==> src/rtl/multicycle_ctrl_pkg.sv <==
// Shared definitions for the multicycle RISC-V control unit: FSM states,
// ALU operation/ALUOp encodings, opcodes and datapath mux select codes.
package multicycle_ctrl_pkg;

    typedef enum logic [3:0] {
        S_FETCH    = 4'd0,
        S_DECODE   = 4'd1,
        S_MEMADR   = 4'd2,
        S_MEMREAD  = 4'd3,
        S_MEMWB    = 4'd4,
        S_MEMWRITE = 4'd5,
        S_EXECUTER = 4'd6,
        S_EXECUTEI = 4'd7,
        S_JAL      = 4'd8,
        S_ALUWB    = 4'd9,
        S_BEQ      = 4'd10
    } state_e;

    localparam logic [2:0] ALU_ADD = 3'b000;
    localparam logic [2:0] ALU_SUB = 3'b001;
    localparam logic [2:0] ALU_AND = 3'b010;
    localparam logic [2:0] ALU_OR  = 3'b011;
    localparam logic [2:0] ALU_SLT = 3'b101;

    localparam logic [1:0] ALUOP_ADD   = 2'b00;
    localparam logic [1:0] ALUOP_SUB   = 2'b01;
    localparam logic [1:0] ALUOP_FUNCT = 2'b10;

    localparam logic [6:0] OP_LOAD  = 7'b0000011;
    localparam logic [6:0] OP_STORE = 7'b0100011;
    localparam logic [6:0] OP_RTYPE = 7'b0110011;
    localparam logic [6:0] OP_ITYPE = 7'b0010011;
    localparam logic [6:0] OP_JAL   = 7'b1101111;
    localparam logic [6:0] OP_BEQ   = 7'b1100011;

    // Datapath mux select codes
    localparam logic [1:0] SRCA_PC     = 2'b00;
    localparam logic [1:0] SRCA_OLDPC  = 2'b01;
    localparam logic [1:0] SRCA_RS1    = 2'b10;
    localparam logic [1:0] SRCB_RS2    = 2'b00;
    localparam logic [1:0] SRCB_IMM    = 2'b01;
    localparam logic [1:0] SRCB_FOUR   = 2'b10;
    localparam logic [1:0] RES_ALUOUT  = 2'b00;
    localparam logic [1:0] RES_DATA    = 2'b01;
    localparam logic [1:0] RES_ALURES  = 2'b10;

    localparam logic [1:0] IMM_I = 2'b00;
    localparam logic [1:0] IMM_S = 2'b01;
    localparam logic [1:0] IMM_B = 2'b10;
    localparam logic [1:0] IMM_J = 2'b11;

    function automatic logic [1:0] imm_src_of(input logic [6:0] op);
        case (op)
            OP_STORE: return IMM_S;
            OP_BEQ:   return IMM_B;
            OP_JAL:   return IMM_J;
            default:  return IMM_I;
        endcase
    endfunction

endpackage

==> src/rtl/multicycle_ctrl_alu_decoder.sv <==
// ALU operation decode from ALUOp/funct3/funct7; flags unsupported funct3.
module alu_decoder
    import multicycle_ctrl_pkg::*;
(
    input  logic [1:0] ALUOp,
    input  logic [2:0] funct3,
    input  logic       op5,
    input  logic       funct7b5,
    output logic [2:0] ALUControl,
    output logic       illegal_f3
);

    always_comb begin
        ALUControl = ALU_ADD;
        illegal_f3 = 1'b0;
        case (ALUOp)
            ALUOP_SUB: ALUControl = ALU_SUB;
            ALUOP_FUNCT: begin
                case (funct3)
                    // op5 separates R-type from addi, which must never subtract
                    3'b000:  ALUControl = (op5 & funct7b5) ? ALU_SUB : ALU_ADD;
                    3'b010:  ALUControl = ALU_SLT;
                    3'b110:  ALUControl = ALU_OR;
                    3'b111:  ALUControl = ALU_AND;
                    default: illegal_f3 = 1'b1;
                endcase
            end
            default: ALUControl = ALU_ADD;
        endcase
    end

endmodule

==> src/rtl/multicycle_ctrl.sv <==
// Moore-style control FSM for a multicycle RISC-V core (lw/sw/R/addi-class/jal/beq)
// with optional memory-ready stalls in the fetch and memory access states.
module multicycle_ctrl
    import multicycle_ctrl_pkg::*;
#(
    parameter int unsigned MEM_WAIT_EN = 1
) (
    input  logic       clk,
    input  logic       reset_n,
    input  logic [6:0] op,
    input  logic [2:0] funct3,
    input  logic       funct7b5,
    input  logic       Zero,
    input  logic       MemReady,
    output logic       PCWrite,
    output logic       AdrSrc,
    output logic       MemWrite,
    output logic       IRWrite,
    output logic       RegWrite,
    output logic [1:0] ResultSrc,
    output logic [1:0] ALUSrcA,
    output logic [1:0] ALUSrcB,
    output logic [1:0] ImmSrc,
    output logic [2:0] ALUControl,
    output logic       Illegal
);

    state_e     state_q, state_d;
    logic       mem_rdy;
    logic [1:0] alu_op;
    logic       pc_update, branch;
    logic       ir_write, reg_write, mem_write;
    logic       illegal_op, illegal_f3, illegal_exec;

    assign mem_rdy = (MEM_WAIT_EN != 0) ? MemReady : 1'b1;

    always_ff @(posedge clk or negedge reset_n) begin
        if (!reset_n) state_q <= S_FETCH;
        else          state_q <= state_d;
    end

    always_comb begin
        state_d    = state_q;
        AdrSrc     = 1'b0;
        ResultSrc  = RES_ALUOUT;
        ALUSrcA    = SRCA_PC;
        ALUSrcB    = SRCB_RS2;
        alu_op     = ALUOP_ADD;
        pc_update  = 1'b0;
        branch     = 1'b0;
        ir_write   = 1'b0;
        reg_write  = 1'b0;
        mem_write  = 1'b0;
        illegal_op = 1'b0;
        case (state_q)
            S_FETCH: begin
                ALUSrcB   = SRCB_FOUR;
                ResultSrc = RES_ALURES;
                ir_write  = mem_rdy;
                pc_update = mem_rdy;
                if (mem_rdy) state_d = S_DECODE;
            end
            S_DECODE: begin
                // Computes the branch/jump target ahead of knowing the opcode
                ALUSrcA = SRCA_OLDPC;
                ALUSrcB = SRCB_IMM;
                case (op)
                    OP_LOAD, OP_STORE: state_d = S_MEMADR;
                    OP_RTYPE:          state_d = S_EXECUTER;
                    OP_ITYPE:          state_d = S_EXECUTEI;
                    OP_JAL:            state_d = S_JAL;
                    OP_BEQ:            state_d = S_BEQ;
                    default: begin
                        illegal_op = 1'b1;
                        state_d    = S_FETCH;
                    end
                endcase
            end
            S_MEMADR: begin
                ALUSrcA = SRCA_RS1;
                ALUSrcB = SRCB_IMM;
                state_d = (op == OP_LOAD) ? S_MEMREAD : S_MEMWRITE;
            end
            S_MEMREAD: begin
                AdrSrc = 1'b1;
                if (mem_rdy) state_d = S_MEMWB;
            end
            S_MEMWB: begin
                ResultSrc = RES_DATA;
                reg_write = 1'b1;
                state_d   = S_FETCH;
            end
            S_MEMWRITE: begin
                AdrSrc    = 1'b1;
                mem_write = mem_rdy;
                if (mem_rdy) state_d = S_FETCH;
            end
            S_EXECUTER: begin
                ALUSrcA = SRCA_RS1;
                ALUSrcB = SRCB_RS2;
                alu_op  = ALUOP_FUNCT;
                state_d = S_ALUWB;
            end
            S_EXECUTEI: begin
                ALUSrcA = SRCA_RS1;
                ALUSrcB = SRCB_IMM;
                alu_op  = ALUOP_FUNCT;
                state_d = S_ALUWB;
            end
            S_JAL: begin
                ALUSrcA   = SRCA_OLDPC;
                ALUSrcB   = SRCB_FOUR;
                pc_update = 1'b1;
                state_d   = S_ALUWB;
            end
            S_ALUWB: begin
                reg_write = 1'b1;
                state_d   = S_FETCH;
            end
            S_BEQ: begin
                ALUSrcA = SRCA_RS1;
                ALUSrcB = SRCB_RS2;
                alu_op  = ALUOP_SUB;
                branch  = 1'b1;
                state_d = S_FETCH;
            end
            default: state_d = S_FETCH;
        endcase
    end

    alu_decoder u_alu_dec (
        .ALUOp      (alu_op),
        .funct3     (funct3),
        .op5        (op[5]),
        .funct7b5   (funct7b5),
        .ALUControl (ALUControl),
        .illegal_f3 (illegal_f3)
    );

    assign illegal_exec = ((state_q == S_EXECUTER) || (state_q == S_EXECUTEI)) & illegal_f3;
    assign ImmSrc       = imm_src_of(op);

    // Write enables are gated by reset so they drop immediately, not at the next edge
    assign PCWrite  = reset_n & (pc_update | (branch & Zero));
    assign IRWrite  = reset_n & ir_write;
    assign RegWrite = reset_n & reg_write;
    assign MemWrite = reset_n & mem_write;
    assign Illegal  = reset_n & (illegal_op | illegal_exec);

endmodule

==> config.mk <==
export PLATFORM = sky130hd
export DESIGN_NAME = multicycle_ctrl
export DESIGN_NICKNAME = d
export VERILOG_FILES = /design/src/rtl/multicycle_ctrl_pkg.sv /design/src/rtl/multicycle_ctrl_alu_decoder.sv /design/src/rtl/multicycle_ctrl.sv
export SDC_FILE = /design/constraint.sdc
export NUM_CORES = 1
export LEC_CHECK = 0
export CAP_MARGIN = 10
export CORE_MARGIN = 1.5
export CORE_UTILIZATION = 29
export DETAILED_ROUTE_END_ITERATION = 8
export SLEW_MARGIN = 20
export SYNTH_ARGS = -nofsm -noshare
export SYNTH_HDL_FRONTEND = slang
export SYNTH_SLANG_ARGS = --single-unit
==> constraint.sdc <==
create_clock -name clk -period 2.5 [get_ports clk]
set_input_delay 0.375 -clock clk [delete_from_list [all_inputs] [get_ports clk]]
set_output_delay 0.375 -clock clk [all_outputs]
set_load 0.05 [all_outputs]
---- Word level (Yosys, flattened, before mapping) ----
Index checks and enable logic that the tools add are counted.
W data, S select, Z words.
storage, ports and cells
  bits in registers ....................... 4
  input bits .............................. 15
operators by class
  equal/unequal tests ..................... 24
  mux-type cells .......................... 24
  bitwise logic cells ..................... 10
  reduce and logical (&&, ||, !) cells .... 15
operator list
  cell                  count
  $pmux W4 S6           1
  $pmux W4 S5           1
  $eq A4 B3 Y1 const B  4
  $pmux W2 S2           4
  $eq A7 B6 Y1 const B  2
  $eq A7 B7 Y1 const B  2
  $eq A4 B4 Y1 const B  3
  $mux W4               3
  $pmux W3 S4           1
  $reduce_or A2 Y1      6
  $mux W1               10
  $and A1 B1 Y1         8
  $eq A4 B2 Y1 const B  2
  $reduce_or A4 Y1      2
  $eq A7 B2 Y1 const B  1
  $eq A7 B5 Y1 const B  1
  $eq A3 B3 Y1 const B  2
  $ne A2 B2 Y1 const B  3
  $pmux W2 S3           1
  $pmux W3 S2           1
  $reduce_or A3 Y1      2
  $reduce_or A6 Y1      1
  $eq A4 B1 Y1 const B  1
  $logic_not A4 Y1      1
  9 further kinds       10

---- Depth between registers and ports, before layout ----
Gate-level depths: netlist (run 1).
  depth after elaboration ................. 8
  gate-level depth with buffers ........... 8
  mapped depth without buffers ............ 6

---- Cells and area by module ----
Synthesis (run 1) repeated with hierarchy kept, for this count alone.
second synthesis, totals
  cells, all modules ...................... 100
  area, all modules ....................... 733.2 um2
by module, submodules not included
  module           times used  cells an instance  area an instance (um2)  seq. area each (um2)
  multicycle_ctrl  1           85                 620.6                   100.1
  alu_decoder      1           15                 112.6                   0.0

---- Worst setup path before layout (run 1) ----
Ideal clock, no wire load.
  path kind ............................... flip-flop to output port
  start ................................... reg state_q[2]
  end ..................................... out ALUControl[2]
  arrival ................................. 2,670 ps
  required time ........................... 2,125 ps
  setup slack ............................. -545 ps
  stages on the path, launching flop included .. 8
  path buffers ............................ 2
  cells stage by stage .................... dfrtp_1 > buf_6 > buf_6 > nor2_1 > nand3_1 > inv_1 > ha_1 > nor4_1
on the way
  longest elaborated chain between the ends .. 5
  elaborated cells between the ends (all ways) .. 8
RTL lines
  item                                                 RTL line                           source
  from (decl)                                          multicycle_ctrl.sv:28              state_e state_q, state_d;
  from (signal assigned)                               multicycle_ctrl.sv:39              else state_q <= state_d;
  $eq A4 B3 Y1                                         multicycle_ctrl.sv:55              case (state_q)
  $reduce_or A2 Y1 (no line)                           -
  $pmux W2 S2 *                                        multicycle_ctrl.sv:55
  $eq A2 B2 Y1 / $eq A2 B1 Y1 (equally long branches)  multicycle_ctrl_alu_decoder.sv:16  case (ALUOp)
  $pmux W3 S2 *                                        multicycle_ctrl_alu_decoder.sv:16
  to (decl)                                            multicycle_ctrl.sv:24              output logic [2:0] ALUControl,
Mark *: on every way between the ends. The rest lies on a longest branch, timed or not.

---- Final worst setup path (run 1) ----
  start ................................... reg state_q[3]
  end ..................................... out ALUSrcA[0]
on the way
  longest elaborated chain between the ends .. 3
  elaborated cells between the ends (all ways) .. 9
RTL lines
  item                                                                   RTL line               source
  $eq A4 B3 Y1, or another cell as far along                             multicycle_ctrl.sv:55
  $reduce_or A4 Y1 (no line) / $reduce_or A2 Y1 (equally long branches)  -
  $pmux W2 S2 *                                                          multicycle_ctrl.sv:55
  to (decl)                                                              multicycle_ctrl.sv:21  output logic [1:0] ALUSrcA,
Marked as above.

==> out/metrics.yaml, run 1 <==
n_antenna_cell: 0
postCtsSetupBuffers: 0
antenna_found_initial: 0
syn_inst: 91
drive_above_1_share_pct: 26.6
syn_avg_cell_area_sq_um: 7.56
cpPeakStageDelay_ns: 0.83
crit_family: "buffers and inverters"
layout_setup_ws_ns: 0.201
first_global_vias: 724
seq_area_frac_synth_pct: 14.5
power_density_mw_per_mm2: 1090
worstReg2RegEnd: "state_q[2]$_DFFE_PN0P_"
floorplan.initialDensity_pct: 30.8
grt-ovfl-total: 0
synth_ff_type: "dfrtp_1"
fmax_mhz: 435
syn_to_final_growth_pct: 62.7
drv_slew: 0
reg.largest.list: "state_q (4)"
grt.total_usage_pct: 15.6
boundaryPins: 32
worstPathMaxFanout: 13
critPathSlowestCell: "clkdlybuf4s50_1"
reg2reg_depth: 4
synth_edf_count: 0
ir_worst_vdd_mv: 0.724
cts_tree: "yes"
place_ws_ns: 0.258
cp.arrival_ns: 1.92
hold_class: "input pin to async pin"
largest_register: "state_q"
cts.sinks: 4
first_iter_violations: 25
rsz0062_at_grt: "no"
reg2reg_slack_ns: 0.96
synth_cell_type_count: 34
maxCapViolCount: 0
path_class: "register to output port"
crit_cells: 3
relSlewSlack_pct: 66.5
gp_congestion: 0.805
rows: 17
r2r_start: "state_q[3]$_DFFE_PN0P_"
dr.pass1.iters: 4
cts_made_buffers: 3
async_flop_share_pct: 100
setup_tns_ns: 0
insertion_delay_ns: 0.23
synthesis.nets: 108
largest_reg_flops: 4
ant_nets: 0
outcome: "complete, no violations"
cts_root_buf: "clkbuf_4"
grt_first_pass_wirelength_microns: 3200
cts_resized: 0
whs_ns: 0.413
vias_per_cell: 5.20
hold_viol_final: 0
setup_viol: 0
crit_buf_inv: 1
skew_ns: 0.00308
power_mw: 1.22
period_share_pct: 92.0
p_leak_nw: 0.467
ys_warn_count: 0
cts.htree.levels: 1
vias: 790
chipWidth_microns: 51.7
clkSlewWorstSetupHoldPaths_ns: 0.04
path_cells: "xnor2_1 -> nor3_1 -> clkdlybuf4s50_1"
netlist_area_sq_um: 688
tightest_slew_ns: 0.500
routedWlPerCell_microns: 12.6
numPortBuffers: 31
critPathCaptureType: "output port"
final_nets: 143
dpl.cell_count: 149
grt_max_degree: 15
period_needed_ns: 2.30
drc: 0
cts_hold_buf: 0
routed_wl_microns: 1910
die_h_microns: 51.7
fin_cells: 152
dieArea_sq_mm: 0.00267
synth_seq_cells: 4
dp_hpwl_microns: 1580
required_ns: 2.12
start_kind: "register"
core_region_area_sq_mm: 0.00223
cts_max_path_buffers: 2
metrics by stage:
step / utilization [%] / cell area (sq um)
2_1_floorplan: - / 697
3_3_place_gp: 49.1 / 1100
3_5_place_dp: 49.1 / 1100
4_1_cts: 50.1 / 1120
5_1_grt: 50.1 / 1120
6_report: 50.1 / 1120
where the power goes:
part / internal [mW] / switching, mW / total, mW
Combinational: 0.371 / 0.613 / 0.984
Clock: 0.0535 / 0.0246 / 0.0781
Sequential: 0.0932 / 0.0614 / 0.155
Total: 0.517 / 0.699 / 1.22
worst max path at each step:
| stage | start | to | slack (ns) |
|---|---|---|---|
| detailed placement | op[4] | Illegal | 0.26 |
| global placement | op[4] | Illegal | 0.24 |
| global route | state_q[3]$_DFFE_PN0P_ | ALUSrcA[0] | 0.10 |
| finish | state_q[3]$_DFFE_PN0P_ | ALUSrcA[0] | 0.20 |
| CTS | state_q[3]$_DFFE_PN0P_ | ALUControl[2] | 0.19 |
| floorplan | state_q[2]$_DFFE_PN0P_ | ALUControl[2] | 0.03 |
cell type report:
cell class / count / area [sq um]
fillers: 220 / 1110
multi-input cells: 72 / 492
repair buffers: 37 / 440
flip-flops and latches: 4 / 100
well taps: 28 / 35.0
inverters: 8 / 30.0
clock buffers: 3 / 22.5
layout by cell type (no fill, tap or decap), types with 2 or more instances in the layout:
master / netlist / routed
clkdlybuf4s50_1: 0 / 15
buf_4: 1 / 12
buf_12: 0 / 10
inv_1: 8 / 8
nor3_1: 7 / 7
nor2_1: 8 / 7
and3_1: 6 / 6
a21oi_1: 5 / 5
nand3_1: 5 / 5
o21ai_0: 5 / 5
dfrtp_1: 4 / 4
xnor2_1: 3 / 3
nand2b_1: 3 / 3
nand2_1: 3 / 3
clkbuf_4: 0 / 3
nand3b_1: 2 / 2
or3_1: 2 / 2
nor4_2: 1 / 2
a31oi_1: 2 / 2
o21a_1: 2 / 2
ha_1: 2 / 2
per-layer routing:
layer | routed length [microns] | vias to the layer above | share of wire (%) | global-route usage, %
met5 | 0 | - | 0 | 0
met4 | 0 | 0 | 0 | 3.95
met3 | 133 | 0 | 7.0 | 3.16
met2 | 919 | 30 | 48 | 23.9
met1 | 860 | 361 | 45 | 22.3
li1 | - | 399 | - | -
cells in the mapped netlist (all sizes together), types with 2 or more instances:
cell type  number  share of area [%]
a31oi           2                1.8
nand3           5                3.6
buf             7                 11
nor3            7                5.1
a21oi           5                3.6
nor4            3                3.6
ha              2                3.6
nor2            8                4.4
inv             8                4.4
a211oi          2                2.9
and3            6                5.5
xnor2           3                3.8
or3             3                2.9
nand3b          2                2.2
o21a            2                2.2
o21ai           5                3.6
dfrtp           4                 15
nand2b          3                2.7
nand2           3                1.6
logic make-up (layout without fill, tap and decap cells):
kind of cell,after synthesis,in the layout,synth area share [%]
flops,4,4,14.5
compound gates,22,22,22.2
fa+ha+maj,2,2,3.64
buf+inv,15,48,15.3
simple gates,44,44,39.1
xor+xnor,3,3,3.82
mux,1,1,1.45
No activity file was read; power rests on OpenSTA's default activity.
==> run 2, diff against run 1 <==
--- a/config.mk
+++ b/config.mk
@@ -9,6 +9,8 @@
 export CORE_MARGIN = 1.5
 export CORE_UTILIZATION = 29
 export DETAILED_ROUTE_END_ITERATION = 8
+export PLACE_DENSITY = 0.65
+export SETUP_SLACK_MARGIN = 0.3
 export SLEW_MARGIN = 20
 export SYNTH_ARGS = -nofsm -noshare
 export SYNTH_HDL_FRONTEND = slang
==> constraint.sdc (replaced) <==
create_clock -name clk -period 2.5 [get_ports clk]
set_input_delay 0.375 -clock clk [delete_from_list [all_inputs] [get_ports clk]]
set_output_delay 0.375 -clock clk [all_outputs]
set_load 0.02 [all_outputs]
==> run 2 against run 1 <==
Register-to-register slack better by 0.19 ns. Critical path depth up 1. Clock power up 10%. Non-clock buffer count up 9. Worst setup slack better by 0.19 ns. Cell area down 2.6%. First-iteration DRC count down 48%. Global-route usage up 1.4 points. Clock-buffer cell count unchanged. Critical path type unchanged. Highest routed layer is now met4.
==> out/metrics.yaml, run 2 (synthesis results as in run 1) <==
relSlewSlack_pct: 75.8
grt.total_usage_pct: 17.0
switching_share_pct: 50.1
fmax_mhz: 474
hold_viol_final: 0
routedWlPerCell_microns: 12.4
power_uw: 988
largest_reg_flops: 4
drive_above_1_share_pct: 22.6
cts_made_buffers: 3
worstReg2RegEnd: "state_q[3]$_DFFE_PN0P_"
core_region_area_sq_mm: 0.00223
drv_slew: 0
reg2reg_depth: 5
p_leak_nw: 0.534
drc: 0
n_antenna_cell: 0
tightest_slew_ns: 0.364
start_kind: "register"
required_ns: 2.12
reg2reg_slack_ns: 1.15
p_int_uw: 493
grt-ovfl-total: 0
cts_tree: "yes"
first_global_vias: 802
cts.htree.levels: 1
vias_per_cell: 5.25
final_nets: 152
layout_setup_ws_ns: 0.388
grt_first_pass_wirelength_microns: 3460
routed_wl_microns: 1990
postCtsSetupBuffers: 0
maxCapViolCount: 0
floorplan.initialDensity_pct: 30.8
gp_congestion: 0.768
final_cell_mix: "clkdlybuf4s50_1 (16), buf_4 (14), inv_1 (8)"
dp_hpwl_microns: 1590
ant_nets: 0
cts_root_buf: "clkbuf_4"
dr.pass1.iters: 4
power_density_mw_per_mm2: 905
period_share_pct: 84.5
r2r_start: "state_q[0]$_DFFE_PN0P_"
cts_max_path_buffers: 2
vias: 846
reg.largest.list: "state_q (4)"
power_frac_comb_pct: 78.9
rsz0062_at_grt: "yes"
cp.arrival_ns: 1.74
place_ws_ns: -0.0287
syn_to_final_growth_pct: 58.5
outcome: "complete, no violations"
nFillCells: 231
boundaryPins: 32
path_class: "register to output port"
clkSlewWorstSetupHoldPaths_ns: 0.04
numPortBuffers: 31
p_sw_uw: 495
first_iter_violations: 13
chipWidth_microns: 51.7
rows: 17
pwr-share-clk_pct: 8.7
mostFrequentLayoutCell: "clkdlybuf4s50_1"
setup_viol: 0
skew_ns: 0.00188
die_h_microns: 51.7
dieArea_sq_mm: 0.00267
worstPathMaxFanout: 15
period_needed_ns: 2.11
insertion_delay_ns: 0.25
pwr-share-seq_pct: 12.4
cts.sinks: 4
ir_worst_vdd_mv: 0.573
critPathCaptureType: "output port"
antenna_found_initial: 0
hold_class: "input pin to async pin"
largest_register: "state_q"
grt_max_degree: 16
## run 2: critical path, cell delays in order (launching register included)
cell and delay (ns):
dfrtp_1 0.40, buf_4 0.20, xnor2_1 0.13, nor3_1 0.12
clkdlybuf4s50_1 0.62
## run 2: area by class of cell
class                      instances  area, sq um  area share [%]
multi-input combinational         72          492            45.1
timing repair buffer              46          410            37.6
sequential                         4          101            9.29
tap                               28         35.0            3.21
inverter                           8         30.0            2.75
clock buffer                       3         22.5            2.06
## run 2: worst max path at each step
stage,startpoint,cells after the start,end
after global placement,op[4],6,Illegal
after floorplan,state_q[2]$_DFFE_PN0P_,7,ALUControl[2]
after detailed placement,op[3],4,ImmSrc[0]
final,state_q[3]$_DFFE_PN0P_,4,ALUSrcA[0]
after CTS,state_q[2]$_DFFE_PN0P_,6,ALUControl[2]
after global routing,state_q[2]$_DFFE_PN0P_,6,ALUControl[2]
## run 2: what timing repair did
action / 4_1_cts / 5_1_grt
resized for setup: 18 / 12
hold buffers: 0 / 0
endpoints found under the setup margin: 12 / 9
## run 2: through the flow
| step | TNS [ns] | util [%] | hold WS (ns) | area (sq um) | cells |
|---|---|---|---|---|---|
| 2_1_floorplan | 0 | - | 0.0794 | 694 | 91 |
| 3_3_place_gp | -0.00536 | 48.2 | 0.643 | 1080 | 158 |
| 3_5_place_dp | -0.0512 | 48.2 | 0.641 | 1080 | 158 |
| 4_1_cts | 0 | 48.5 | 0.597 | 1080 | 161 |
| 5_1_grt | 0 | 48.9 | 0.607 | 1090 | 161 |
| 6_report | 0 | 48.9 | 0.602 | 1090 | 161 |
## run 2: routing by layer
layer	vias to the layer above	part of all wire [%]	global-route usage, %
met5	-	0	0
met4	0	1.8	7.89
met3	5	4.5	1.72
met2	31	49	28.6
met1	393	44	21.8
li1	417	-	-
## run 2: power groups by stage
stage	Sequential [mW]	Clock [mW]	Combinational [mW]
after floorplan	0.107	0	0.567
after global placement	0.119	0	0.798
after detailed placement	0.121	0	0.804
after CTS	0.121	0.0882	0.773
after global routing	0.129	0.0881	0.848
final	0.122	0.0859	0.779
==> run 3, diff against run 2 <==
--- a/config.mk
+++ b/config.mk
@@ -9,7 +9,7 @@
 export CORE_MARGIN = 1.5
 export CORE_UTILIZATION = 29
 export DETAILED_ROUTE_END_ITERATION = 8
-export PLACE_DENSITY = 0.65
+export PLACE_DENSITY = 0.67
 export SETUP_SLACK_MARGIN = 0.3
 export SLEW_MARGIN = 20
 export SYNTH_ARGS = -nofsm -noshare
==> constraint.sdc (replaced) <==
create_clock -name clk -period 1.8 [get_ports clk]
set_input_delay 0.27 -clock clk [delete_from_list [all_inputs] [get_ports clk]]
set_output_delay 0.27 -clock clk [all_outputs]
set_load 0.02 [all_outputs]
==> run 3 against run 2 <==
The run now ends with negative setup slack left. Combinational power increased by 110%. Worst setup slack got worse by 0.44 ns. Register-to-register slack got worse by 0.75 ns. Clock-buffer cell count unchanged. Final cell count increased by 15%. Clock power increased by 37%. Critical path depth increased by 2. Largest cell class unchanged. Largest power group unchanged.
==> out/metrics.yaml, run 3 (synthesis results as in run 1) <==
outcome: "complete, but fails checks"
failed_checks: "negative setup slack"
cts.htree.levels: 1
worstPathMaxFanout: 9
reg.largest.list: "state_q (4)"
die_h_microns: 51.7
grt_first_pass_wirelength_microns: 4220
fmax_mhz: 539
vias: 952
n_antenna_cell: 0
hold_class: "input pin to async pin"
chipWidth_microns: 51.7
cp.arrival_ns: 1.59
drc: 0
tightest_slew_ns: 0.249
dieArea_sq_mm: 0.00267
syn_to_final_growth_pct: 108
crit_buf_inv: 3
grt-ovfl-total: 0
drive_above_1_share_pct: 61.8
vias_per_cell: 5.15
crit_family: "buffers and inverters"
cts_made_buffers: 3
critPathMostFrequentCell: "buf_4"
rsz0062_at_grt: "yes"
critPathCaptureType: "output port"
floorplan.initialDensity_pct: 30.8
gp_congestion: 0.781
setup_viol: 4
routed_wl_microns: 2480
start_kind: "register"
cts_root_buf: "clkbuf_4"
final_cell_mix: "buf_4 (43), buf_6 (10), clkdlybuf4s50_1 (7)"
ir_worst_vdd_mv: 0.815
multi_input_area_sq_um: 653
power_mw: 1.91
dr.pass1.iters: 4
maxCapViolCount: 0
largest_register: "state_q"
drv_slew: 0
grt_max_degree: 10
dpl.cell_count: 174
relSlewSlack_pct: 83.4
boundaryPins: 32
routedWlPerCell_microns: 13.4
whs_ns: 0.311
first_global_vias: 966
critPathSlowestCell: "dfrtp_1"
layout_setup_ws_ns: -0.0560
final_nets: 176
p_leak_nw: 0.631
antenna_found_initial: 0
cts_max_path_buffers: 2
clkSlewWorstSetupHoldPaths_ns: 0.04
period_needed_ns: 1.86
numPortBuffers: 31
cts.sinks: 4
nFillCells: 197
power_density_mw_per_mm2: 1330
fin_cells: 185
ant_nets: 0
grt.total_usage_pct: 20.7
insertion_delay_ns: 0.24
dp_hpwl_microns: 1840
skew_ns: 0.00120
required_ns: 1.53
period_share_pct: 103
hold_viol_final: 0
cts_hold_buf: 0
path_cells: "buf_4 -> nand3_4 -> inv_2 -> ha_4 -> nor4_4 -> buf_4"
path_class: "register to output port"
cpPeakStageDelay_ns: 0.38
place_ws_ns: -0.550
mostFrequentLayoutCell: "buf_4"
largest_reg_flops: 4
cts_tree: "yes"
first_iter_violations: 30
setup_tns_ns: -0.173
core_region_area_sq_mm: 0.00223
regArea_sq_um: 104
rows: 17
## run 3: cell types whose count changed in the layout (fill, tap and decap cells not counted), moves of 3 or more
cell and delta:
buf_4 +29, buf_6 +9, clkdlybuf4s15_2 +3, clkdlybuf4s50_1 -9
dlygate4sd2_1 -7, dlymetal6s2s_1 -3, inv_1 -3, inv_2 +3
nor2_4 +3, nor3_1 -4, nor3_2 +4
## run 3: stage by stage
step,instance area [sq um],util [%]
finish,1430,64.2
global route,1430,64.2
CTS,1360,61.0
detailed placement,1250,56.0
global placement,1250,56.0
floorplan,748,-
## run 3: final cells by class
class | count | share of cell area (%)
clock buffers | 3 | 1.57
inverters | 8 | 2.09
multi-input cells | 72 | 45.5
flip-flops and latches | 4 | 7.24
well taps | 28 | 2.44
repair buffers | 70 | 41.1
## run 3: layer usage
layer | GRT usage [%] | vias up | part of all wire [%]
met5 | 0 | - | 0
met4 | 5.70 | 0 | 0.61
met3 | 2.87 | 2 | 3.9
met2 | 37.8 | 30 | 54
met1 | 25.0 | 453 | 41
li1 | - | 467 | -
## run 3: where the power goes
| group | leakage, nW | internal (mW) | switching, mW |
|---|---|---|---|
| Clock | 0.0138 | 0.0750 | 0.0432 |
| Sequential | 0.0478 | 0.135 | 0.0571 |
| Combinational | 0.569 | 0.819 | 0.783 |
| Total | 0.631 | 1.03 | 0.883 |
## run 3: final timing paths
check	start	end	slack, ns	depth (start not counted)
max in group asynchronous	reset_n	state_q[0]$_DFFE_PN0P_	1.37	2
max reg2reg	state_q[0]$_DFFE_PN0P_	state_q[0]$_DFFE_PN0P_	0.40	6
min	reset_n	state_q[3]$_DFFE_PN0P_	0.31	2
min in group clk	op[4]	state_q[2]$_DFFE_PN0P_	0.46	4
min reg2reg	state_q[3]$_DFFE_PN0P_	state_q[2]$_DFFE_PN0P_	0.65	2
max	state_q[3]$_DFFE_PN0P_	ALUControl[2]	-0.06	6
## run 3: repair_timing
action | 4_1_cts | 5_1_grt
hold endpoints to repair | 0 | 0
pin swaps | 7 | 5
buffers inserted | 5 | 3
gates resized for setup | 120 | 18
endpoints found under the setup margin | 19 | 18
gates cloned | 0 | 0
## run 3: worst register-to-register path, delay by kind of cell, from the launching register on
family | cells | cell delay (ns)
AO/OA/AOI/OAI | 1 | 0.11
AND/OR/NAND/NOR | 2 | 0.37
flip-flops | 1 | 0.41
buffers and inverters | 3 | 0.39
